File: src/rtl/timing_cfg_sequencer_pkg.sv
// Shared sizes, state encoding and the BCD accumulate step for the timing
// configuration sequencer.
package timing_cfg_sequencer_pkg;

  localparam int DIGITS     = 3;            // BCD digits per field
  localparam int HALF_W     = 10;           // binary width of one converted field
  localparam int OUT_W      = 2 * HALF_W;   // width of one committed timing
  localparam int BCD_W      = 4 * DIGITS;
  localparam int NFIELDS    = 5;            // dit, dah, word, tol, ppu
  localparam int NPROD      = 4;            // dit, dah, word, tol times ppu
  localparam int FIELD_W    = $clog2(NFIELDS);
  localparam int DIGIT_W    = $clog2(DIGITS);
  localparam int PROD_W     = $clog2(NPROD);
  localparam int BIT_W      = $clog2(HALF_W);

  typedef enum logic [2:0] {
    S_IDLE,
    S_CONV,
    S_CHECK,
    S_MUL,
    S_COMMIT_WAIT,
    S_ERR
  } state_t;

  // acc*10 + digit using only shifts and adds; wraps silently on bad digits,
  // which is harmless because such a run is rejected anyway.
  function automatic logic [HALF_W-1:0] bcd_step(input logic [HALF_W-1:0] acc,
                                                 input logic [3:0]        digit);
    logic [HALF_W+3:0] wide;
    wide = ({4'b0000, acc} << 3) + ({4'b0000, acc} << 1) + {{HALF_W{1'b0}}, digit};
    return wide[HALF_W-1:0];
  endfunction

endpackage

File: src/rtl/timing_cfg_sequencer_if.sv
// Control, BCD field and timing output bundle between the settings front end
// (master) and the sequencer (slave).
interface timing_cfg_sequencer_if;
  import timing_cfg_sequencer_pkg::*;

  logic             ce;
  logic             update;
  logic             consumer_busy;
  logic [BCD_W-1:0] dit_units;
  logic [BCD_W-1:0] dah_units;
  logic [BCD_W-1:0] word_units;
  logic [BCD_W-1:0] tol_units;
  logic [BCD_W-1:0] pulses_per_unit;
  logic [OUT_W-1:0] dit_time;
  logic [OUT_W-1:0] dah_time;
  logic [OUT_W-1:0] word_time;
  logic [OUT_W-1:0] tol_time;
  logic             cfg_valid;
  logic             ready;
  logic             done;
  logic             err;

  modport master (
    output ce, update, consumer_busy,
    output dit_units, dah_units, word_units, tol_units, pulses_per_unit,
    input  dit_time, dah_time, word_time, tol_time,
    input  cfg_valid, ready, done, err
  );

  modport slave (
    input  ce, update, consumer_busy,
    input  dit_units, dah_units, word_units, tol_units, pulses_per_unit,
    output dit_time, dah_time, word_time, tol_time,
    output cfg_valid, ready, done, err
  );

endinterface

File: src/rtl/timing_cfg_sequencer_seq_mul_u.sv
// Unsigned shift-add multiplier. The start cycle already retires bit 0 of b,
// so a full product takes exactly W ce-cycles and products can be issued
// back to back with no gap.
module seq_mul_u #(
  parameter int W = 10
) (
  input  logic           clk,
  input  logic           rst_n,
  input  logic           ce,
  input  logic           start,
  input  logic [W-1:0]   a,
  input  logic [W-1:0]   b,
  output logic [2*W-1:0] product,
  output logic           busy
);
  localparam int CW = $clog2(W + 1);

  logic [2*W-1:0] acc_q;
  logic [2*W-1:0] mcand_q;
  logic [W-1:0]   mplier_q;
  logic [CW-1:0]  cnt_q;
  logic           busy_q;

  // One partial product per ce-cycle; the result holds until the next start.
  always_ff @(posedge clk or negedge rst_n) begin
    if (!rst_n) begin
      acc_q    <= '0;
      mcand_q  <= '0;
      mplier_q <= '0;
      cnt_q    <= '0;
      busy_q   <= 1'b0;
    end else if (ce) begin
      if (start) begin
        acc_q    <= b[0] ? {{W{1'b0}}, a} : '0;
        mcand_q  <= {{W{1'b0}}, a} << 1;
        mplier_q <= b >> 1;
        cnt_q    <= CW'(W - 1);
        busy_q   <= (W > 1);
      end else if (busy_q) begin
        if (mplier_q[0]) acc_q <= acc_q + mcand_q;
        mcand_q  <= mcand_q << 1;
        mplier_q <= mplier_q >> 1;
        cnt_q    <= cnt_q - CW'(1);
        busy_q   <= (cnt_q != CW'(1));
      end
    end
  end

  assign product = acc_q;
  assign busy    = busy_q;

endmodule

File: src/rtl/timing_cfg_sequencer.sv
// Converts five BCD timing fields into four pulse-count timings with one
// time-shared serial BCD converter and one shift-add multiplier, validates
// them and commits all four at once while the consumer is idle.
module timing_cfg_sequencer
  import timing_cfg_sequencer_pkg::*;
(
  input logic                   clk,
  input logic                   rst_n,
  timing_cfg_sequencer_if.slave bus
);

  state_t              state_q, state_d;
  logic                pending_q, pending_d;
  logic [BCD_W-1:0]    snap_q   [NFIELDS];
  logic [HALF_W-1:0]   bin_q    [NFIELDS];
  logic [HALF_W-1:0]   acc_q;
  logic                bad_q;
  logic [FIELD_W-1:0]  field_q;
  logic [DIGIT_W-1:0]  digit_q;
  logic [PROD_W-1:0]   prod_q;
  logic [BIT_W-1:0]    bit_q;
  logic [OUT_W-1:0]    shadow_q [NPROD-1];
  logic [OUT_W-1:0]    time_q   [NPROD];
  logic                cfg_valid_q, done_q, err_q;

  logic                accept, commit, to_err, last_digit;
  logic [BCD_W-1:0]    cur_field;
  logic [3:0]          cur_digit;
  logic [HALF_W-1:0]   acc_next;
  logic [PROD_W-1:0]   prod_prev;
  logic                mul_start, mul_busy;
  logic [OUT_W-1:0]    mul_product;

  // Select the current digit (MSD first) and form the next accumulator value.
  always_comb begin
    cur_field  = snap_q[field_q];
    cur_digit  = cur_field[4*(DIGITS-1-int'(digit_q)) +: 4];
    acc_next   = bcd_step(acc_q, cur_digit);
    last_digit = (digit_q == DIGIT_W'(DIGITS - 1));
    prod_prev  = prod_q - PROD_W'(1);
    mul_start  = (state_q == S_MUL) && (bit_q == '0);
  end

  // Next-state decode plus the accept/commit/error strobes for the datapath.
  always_comb begin
    state_d   = state_q;
    accept    = 1'b0;
    commit    = 1'b0;
    to_err    = 1'b0;
    pending_d = pending_q | (bus.update && (state_q != S_IDLE));
    case (state_q)
      S_IDLE: begin
        if (bus.update || pending_q) begin
          accept  = 1'b1;
          state_d = S_CONV;
        end
      end
      S_CONV: begin
        if (last_digit && (field_q == FIELD_W'(NFIELDS - 1))) state_d = S_CHECK;
      end
      S_CHECK: begin
        if (bad_q || (bin_q[0] == '0) || (bin_q[NFIELDS-1] == '0)) begin
          to_err  = 1'b1;
          state_d = S_ERR;
        end else begin
          state_d = S_MUL;
        end
      end
      S_MUL: begin
        if ((prod_q == PROD_W'(NPROD - 1)) && (bit_q == BIT_W'(HALF_W - 1)))
          state_d = S_COMMIT_WAIT;
      end
      S_COMMIT_WAIT: begin
        if (!bus.consumer_busy && !mul_busy) begin
          commit  = 1'b1;
          accept  = pending_q;
          state_d = pending_q ? S_CONV : S_IDLE;
        end
      end
      S_ERR: begin
        accept  = pending_q;
        state_d = pending_q ? S_CONV : S_IDLE;
      end
      default: state_d = S_IDLE;
    endcase
    // A request arriving on the very edge that consumes the pending flag
    // must survive into the following run.
    if (accept) pending_d = bus.update && (state_q != S_IDLE);
  end

  // State and pending-request registers.
  always_ff @(posedge clk or negedge rst_n) begin
    if (!rst_n) begin
      state_q   <= S_IDLE;
      pending_q <= 1'b0;
    end else if (bus.ce) begin
      state_q   <= state_d;
      pending_q <= pending_d;
    end
  end

  // Snapshot, BCD conversion, product sequencing, shadows and outputs.
  always_ff @(posedge clk or negedge rst_n) begin
    if (!rst_n) begin
      for (int i = 0; i < NFIELDS; i++) begin
        snap_q[i] <= '0;
        bin_q[i]  <= '0;
      end
      for (int i = 0; i < NPROD - 1; i++) shadow_q[i] <= '0;
      for (int i = 0; i < NPROD; i++)     time_q[i]   <= '0;
      acc_q       <= '0;
      bad_q       <= 1'b0;
      field_q     <= '0;
      digit_q     <= '0;
      prod_q      <= '0;
      bit_q       <= '0;
      cfg_valid_q <= 1'b0;
      done_q      <= 1'b0;
      err_q       <= 1'b0;
    end else if (bus.ce) begin
      done_q <= commit;
      if (accept) begin
        snap_q[0] <= bus.dit_units;
        snap_q[1] <= bus.dah_units;
        snap_q[2] <= bus.word_units;
        snap_q[3] <= bus.tol_units;
        snap_q[4] <= bus.pulses_per_unit;
        acc_q     <= '0;
        bad_q     <= 1'b0;
        field_q   <= '0;
        digit_q   <= '0;
        prod_q    <= '0;
        bit_q     <= '0;
        err_q     <= 1'b0;
      end
      if (state_q == S_CONV) begin
        bad_q <= bad_q | (cur_digit > 4'd9);
        if (last_digit) begin
          bin_q[field_q] <= acc_next;
          acc_q          <= '0;
          digit_q        <= '0;
          field_q        <= field_q + FIELD_W'(1);
        end else begin
          acc_q   <= acc_next;
          digit_q <= digit_q + DIGIT_W'(1);
        end
      end
      if (to_err) err_q <= 1'b1;
      // Each new start retires the previous product into its shadow; the
      // final (tol) product stays in the multiplier until commit.
      if (state_q == S_MUL) begin
        if ((bit_q == '0) && (prod_q != '0)) shadow_q[prod_prev] <= mul_product;
        if (bit_q == BIT_W'(HALF_W - 1)) begin
          bit_q  <= '0;
          prod_q <= prod_q + PROD_W'(1);
        end else begin
          bit_q <= bit_q + BIT_W'(1);
        end
      end
      if (commit) begin
        time_q[0]   <= shadow_q[0];
        time_q[1]   <= shadow_q[1];
        time_q[2]   <= shadow_q[2];
        time_q[3]   <= mul_product;
        cfg_valid_q <= 1'b1;
      end
    end
  end

  seq_mul_u #(.W(HALF_W)) u_mul (
    .clk     (clk),
    .rst_n   (rst_n),
    .ce      (bus.ce),
    .start   (mul_start),
    .a       (bin_q[prod_q]),
    .b       (bin_q[NFIELDS-1]),
    .product (mul_product),
    .busy    (mul_busy)
  );

  assign bus.dit_time  = time_q[0];
  assign bus.dah_time  = time_q[1];
  assign bus.word_time = time_q[2];
  assign bus.tol_time  = time_q[3];
  assign bus.cfg_valid = cfg_valid_q;
  assign bus.done      = done_q;
  assign bus.err       = err_q;
  assign bus.ready     = (state_q == S_IDLE) && !pending_q;

endmodule

File: src/flat_wrapper.sv
// flat-port wrapper written by rule: the top's interface ports become plain ports
module timing_cfg_sequencer_flat import timing_cfg_sequencer_pkg::*;
  (clk, rst_n, bus_ce, bus_update, bus_consumer_busy, bus_dit_units, bus_dah_units, bus_word_units, bus_tol_units, bus_pulses_per_unit, bus_dit_time, bus_dah_time, bus_word_time, bus_tol_time, bus_cfg_valid, bus_ready, bus_done, bus_err);
  timing_cfg_sequencer_if bus_i ();
  input logic clk;
  input logic rst_n;
  input wire logic [$bits(bus_i.ce)-1:0] bus_ce;
  input wire logic [$bits(bus_i.update)-1:0] bus_update;
  input wire logic [$bits(bus_i.consumer_busy)-1:0] bus_consumer_busy;
  input wire logic [$bits(bus_i.dit_units)-1:0] bus_dit_units;
  input wire logic [$bits(bus_i.dah_units)-1:0] bus_dah_units;
  input wire logic [$bits(bus_i.word_units)-1:0] bus_word_units;
  input wire logic [$bits(bus_i.tol_units)-1:0] bus_tol_units;
  input wire logic [$bits(bus_i.pulses_per_unit)-1:0] bus_pulses_per_unit;
  output wire logic [$bits(bus_i.dit_time)-1:0] bus_dit_time;
  output wire logic [$bits(bus_i.dah_time)-1:0] bus_dah_time;
  output wire logic [$bits(bus_i.word_time)-1:0] bus_word_time;
  output wire logic [$bits(bus_i.tol_time)-1:0] bus_tol_time;
  output wire logic [$bits(bus_i.cfg_valid)-1:0] bus_cfg_valid;
  output wire logic [$bits(bus_i.ready)-1:0] bus_ready;
  output wire logic [$bits(bus_i.done)-1:0] bus_done;
  output wire logic [$bits(bus_i.err)-1:0] bus_err;
  assign bus_i.ce = bus_ce;
  assign bus_i.update = bus_update;
  assign bus_i.consumer_busy = bus_consumer_busy;
  assign bus_i.dit_units = bus_dit_units;
  assign bus_i.dah_units = bus_dah_units;
  assign bus_i.word_units = bus_word_units;
  assign bus_i.tol_units = bus_tol_units;
  assign bus_i.pulses_per_unit = bus_pulses_per_unit;
  assign bus_dit_time = bus_i.dit_time;
  assign bus_dah_time = bus_i.dah_time;
  assign bus_word_time = bus_i.word_time;
  assign bus_tol_time = bus_i.tol_time;
  assign bus_cfg_valid = bus_i.cfg_valid;
  assign bus_ready = bus_i.ready;
  assign bus_done = bus_i.done;
  assign bus_err = bus_i.err;
  timing_cfg_sequencer u_core (.clk(clk), .rst_n(rst_n), .bus(bus_i));
endmodule
File: config.mk
export PLATFORM = sky130hd
export DESIGN_NAME = timing_cfg_sequencer_flat
export DESIGN_NICKNAME = d
export VERILOG_FILES = /design/src/rtl/timing_cfg_sequencer_pkg.sv /design/src/rtl/timing_cfg_sequencer_if.sv /design/src/rtl/timing_cfg_sequencer_seq_mul_u.sv /design/src/rtl/timing_cfg_sequencer.sv /design/src/flat_wrapper.sv
export SDC_FILE = /design/constraint.sdc
export NUM_CORES = 1
export LEC_CHECK = 0
export CAP_MARGIN = 0
export CORE_UTILIZATION = 64
export CTS_BUF_LIST = sky130_fd_sc_hd__clkbuf_2
export CTS_CLUSTER_SIZE = 40
export DETAILED_ROUTE_END_ITERATION = 12
export GPL_TIMING_DRIVEN = 0
export PLACE_DENSITY_LB_ADDON = 0.25
export SLEW_MARGIN = 5
export SYNTH_ARGS = -nofsm -noshare
export SYNTH_HDL_FRONTEND = slang
export SYNTH_SLANG_ARGS = --single-unit
File: constraint.sdc
create_clock -name clk -period 10.05 [get_ports clk]
set_input_delay 2.01 -clock clk [delete_from_list [all_inputs] [get_ports clk]]
set_output_delay 2.01 -clock clk [all_outputs]
set_load 0.1 [all_outputs]
==> metrics.txt <==
Detail Route Antenna Nets=0; layout cell share with drive strength beyond 1=28.0%; Setup TNS=0 ps; Max-Cap Viols=0; clock-pin slew on the worst setup and hold paths=100 ps; Seq/Total Area, Yosys=54.1%; Pins Over Slew Limit=0; Psw=1.48 mW; slowest cell on the critical path=clkdlybuf4s50_1; WHS Path Cells=1; P_int=2.47 mW; detailed placement HPWL=24800 um; critical path startpoint category=register; Worst Hold Class=reg2reg; vias=10700; post-CTS sizing=0; Critical Path Sink Type=primary output; Power Density=221 nW/um^2; Syn Area/Cell=12.6 um^2; initial antenna violation count=1; largest family of logic cells by synthesized area=multiplexers; vias in the first global route=11100; worst setup path class=reg2out; Die ar.=24500 um^2; Final nets=1564; crit share post-route=51.4%; Iter 0 DRT Violations=481; multiplexer share of the synthesized area=21.1%; worst-path fanout max=10; routed len/inst=18.9 um; num rows=56; Critical Path RT=8040 ps; H-tree Lvls=3; Post-Route WL=34300 um; number of port buffers=148; Mapped Area=15300 um^2; fin util=76.3%; TritonCTS clock tree=done; Ports=149; Arr. time, crit path=3160 ps; Seq pwr share=44.6%; synth warn=0; number of setup violations in the final report=0; post-synthesis xor/xnor area fraction=0.744%; clock skew=74.4 ps; RSZ-0062 raised after global routing=no; CP peak stage delay=1180 ps; Area Growth Syn to Fin=17.0%; CTS sink count=331; first-pass GRT wire length=56100 um; post-synthesis simple-gate area fraction=7.43%; switching part of the total power=37.5%; grt ovf=0; Slew @ Worst Pin=1000 ps; overall power=3.95 mW; Total Routing Usage GR=29.7%; clock network fraction of design power=20.8%; synthesized flop and latch total=331; pin count of the biggest net entering global routing=118; Tmin final=5170 ps; f_max=193 MHz; later-pin clock latency in the skew report=860 ps; GPL Wtd Cong=0.888; Max clock buf depth=3; r2r worst-path depth=16; Final Hold Vio Count=0; setup repair bufs after CTS=0; outcome=complete, no violations; post-synthesis adder-cell area fraction=4.23%; Worst slew margin=32.8%; root buffer selected by CTS=clkbuf_2; Num CTS Buffers=81; Netlist cell types=69; Post-synth EDFFs=0; DRC viols=0; drt pass-1 iters=5; Syn Inst Count=1216; initial core utilization=65.2%; Synth Flop Type=dfrtp_1; Comb pwr share=34.6%; Compound-Gate Fraction of Synth Area=9.44%; core area=23500 um^2; die width=157 um; post-synth net total=1331; CP Cell Sequence=buf_2 > or3_1 > nor2_1 > clkdlybuf4s50_1; fillers=1536; die height=157 um; vias per inst=5.89; Max VDD drop=0.000196 V; async set or reset register ratio after synthesis=100%; hold_buf cts=0; static leakage=8.64 nW
[flip-flops by register name, indices dropped and copies added (netlist names), 3 cells and up]
| signal | count |
|---|---|
| u_core.acc_q | 9 |
| u_core.bin_q | 50 |
| u_core.bit_q | 4 |
| u_core.bus.dah_time | 20 |
| u_core.bus.dit_time | 20 |
| u_core.bus.tol_time | 20 |
| u_core.bus.word_time | 20 |
| u_core.field_q | 3 |
| u_core.shadow_q | 60 |
| u_core.snap_q | 60 |
| u_core.state_q | 3 |
| u_core.u_mul.cnt_q | 4 |
| u_core.u_mul.mcand_q | 19 |
| u_core.u_mul.mplier_q | 9 |
| u_core.u_mul.product | 20 |
[critical path, delay by kind of cell, from the launching register on]
kind,cells,cell delay (ps)
buffers and inverters,2,1380
AND/OR/NAND/NOR,2,570
flip-flops,1,420
[cells by family (layout without fill, tap and decap cells)]
| logic type | Yosys count | in the layout |
|---|---|---|
| flip-flops | 331 | 331 |
| multiplexers | 279 | 279 |
| AND/OR/NAND/NOR | 231 | 231 |
| AO/OA/AOI/OAI | 221 | 221 |
| buffers and inverters | 91 | 369 |
| adder cells (fa/ha/maj) | 50 | 50 |
| XOR/XNOR | 13 | 13 |
| other | 0 | 1 |
[worst paths after layout]
check	from	endpoint	slack (ps)
max	u_core.state_q[2]	bus_ready	4880
min	u_core.bus.cfg_valid	u_core.bus.cfg_valid	480
min reg2reg	u_core.bus.cfg_valid	u_core.bus.cfg_valid	480
max reg2reg	u_core.digit_q[0]	u_core.bin_q[8]	5370
min in group asynchronous	rst_n	u_core.bus.dah_time[17]	1180
max in group asynchronous	rst_n	u_core.pending_q	7310
[layer usage]
layer,share of wire [%],GRT usage [%],vias to the layer above
met5,0,0,-
met4,2.7,12.0,0
met3,5.4,5.18,74
met2,51,51.4,351
met1,41,36.9,5350
li1,-,-,4915
[layout make-up]
cell class	count	area, um^2	area share [%]
antenna	1	2.50	0.0140
multi-input combinational	794	6570	36.7
sequential	331	8280	46.3
timing repair buffer	150	1540	8.61
tap	319	399	2.23
clock inverter	18	105	0.587
clock buffer	110	551	3.07
inverter	29	109	0.608
buffer	62	347	1.94
[cells in the final DEF (no fill, tap or decap), drive strengths merged, types with 6 or more instances in the layout]
cell	count
a21o	10
o21ai	86
and3	9
a32o	9
o211ai	8
clkbuf	124
xnor2	9
o21a	6
mux4	11
buf	51
nand2b	8
a31oi	7
mux2	235
dfrtp	331
mux2i	33
clkinv	16
clkdlybuf4s50	147
nand3b	7
a22oi	7
nand2	104
nor3	8
a21oi	34
inv	29
ha	47
nand3	21
a211oi	6
nor2b	8
o31ai	7
a22o	12
nor2	34
[through the flow]
stage / worst slack, ps / instance area (um^2) / hold WS [ps] / std cells
after floorplan: 5890 / 15300 / 444 / 1216
after global placement: -6880 / 17200 / 451 / 1683
after detailed placement: 5440 / 17200 / 461 / 1685
after CTS: 4860 / 17900 / 487 / 1813
after global routing: 4770 / 17900 / 520 / 1814
final: 4880 / 17900 / 482 / 1814
[power groups by stage]
stage | clock network (mW) | logic (mW) | registers, mW
2_1_floorplan | 0 | 0.929 | 1.78
4_1_cts | 0.847 | 1.36 | 1.76
5_1_grt | 0.917 | 1.49 | 1.79
3_3_place_gp | 0 | 1.30 | 1.77
6_report | 0.823 | 1.37 | 1.76
3_5_place_dp | 0 | 1.36 | 1.78
[synth_stat cells (all sizes together) (3+ instances only)]
master / number / area, um^2
xnor2: 9 / 78.8
o31ai: 7 / 52.6
nand2b: 8 / 50.1
nor3b: 4 / 51.3
xor2: 4 / 35.0
mux2: 235 / 2650
ha: 47 / 588
a211oi: 6 / 50.1
a32o: 9 / 90.1
clkbuf: 14 / 52.6
nor2: 34 / 130
or3: 3 / 18.8
o21a: 6 / 45.0
nor2b: 8 / 50.1
a2bb2oi: 4 / 35.0
nand3: 21 / 105
mux4: 11 / 248
o2111ai: 4 / 35.0
a22oi: 7 / 52.6
and3b: 4 / 35.0
o2bb2ai: 3 / 26.3
nor3: 8 / 40.0
dfrtp: 331 / 8280
buf: 48 / 294
nand4: 4 / 25.0
a21oi: 34 / 170
o211ai: 8 / 60.1
fa: 3 / 60.1
a22o: 12 / 105
and2: 4 / 27.5
o41ai: 4 / 35.0
nand2: 104 / 393
and3: 9 / 56.3
inv: 28 / 105
a21o: 10 / 75.1
nand4b: 4 / 35.0
mux2i: 33 / 330
nand3b: 7 / 52.6
o21ai: 86 / 430
a31oi: 7 / 43.8
No activity file was read; power rests on OpenSTA's default activity.
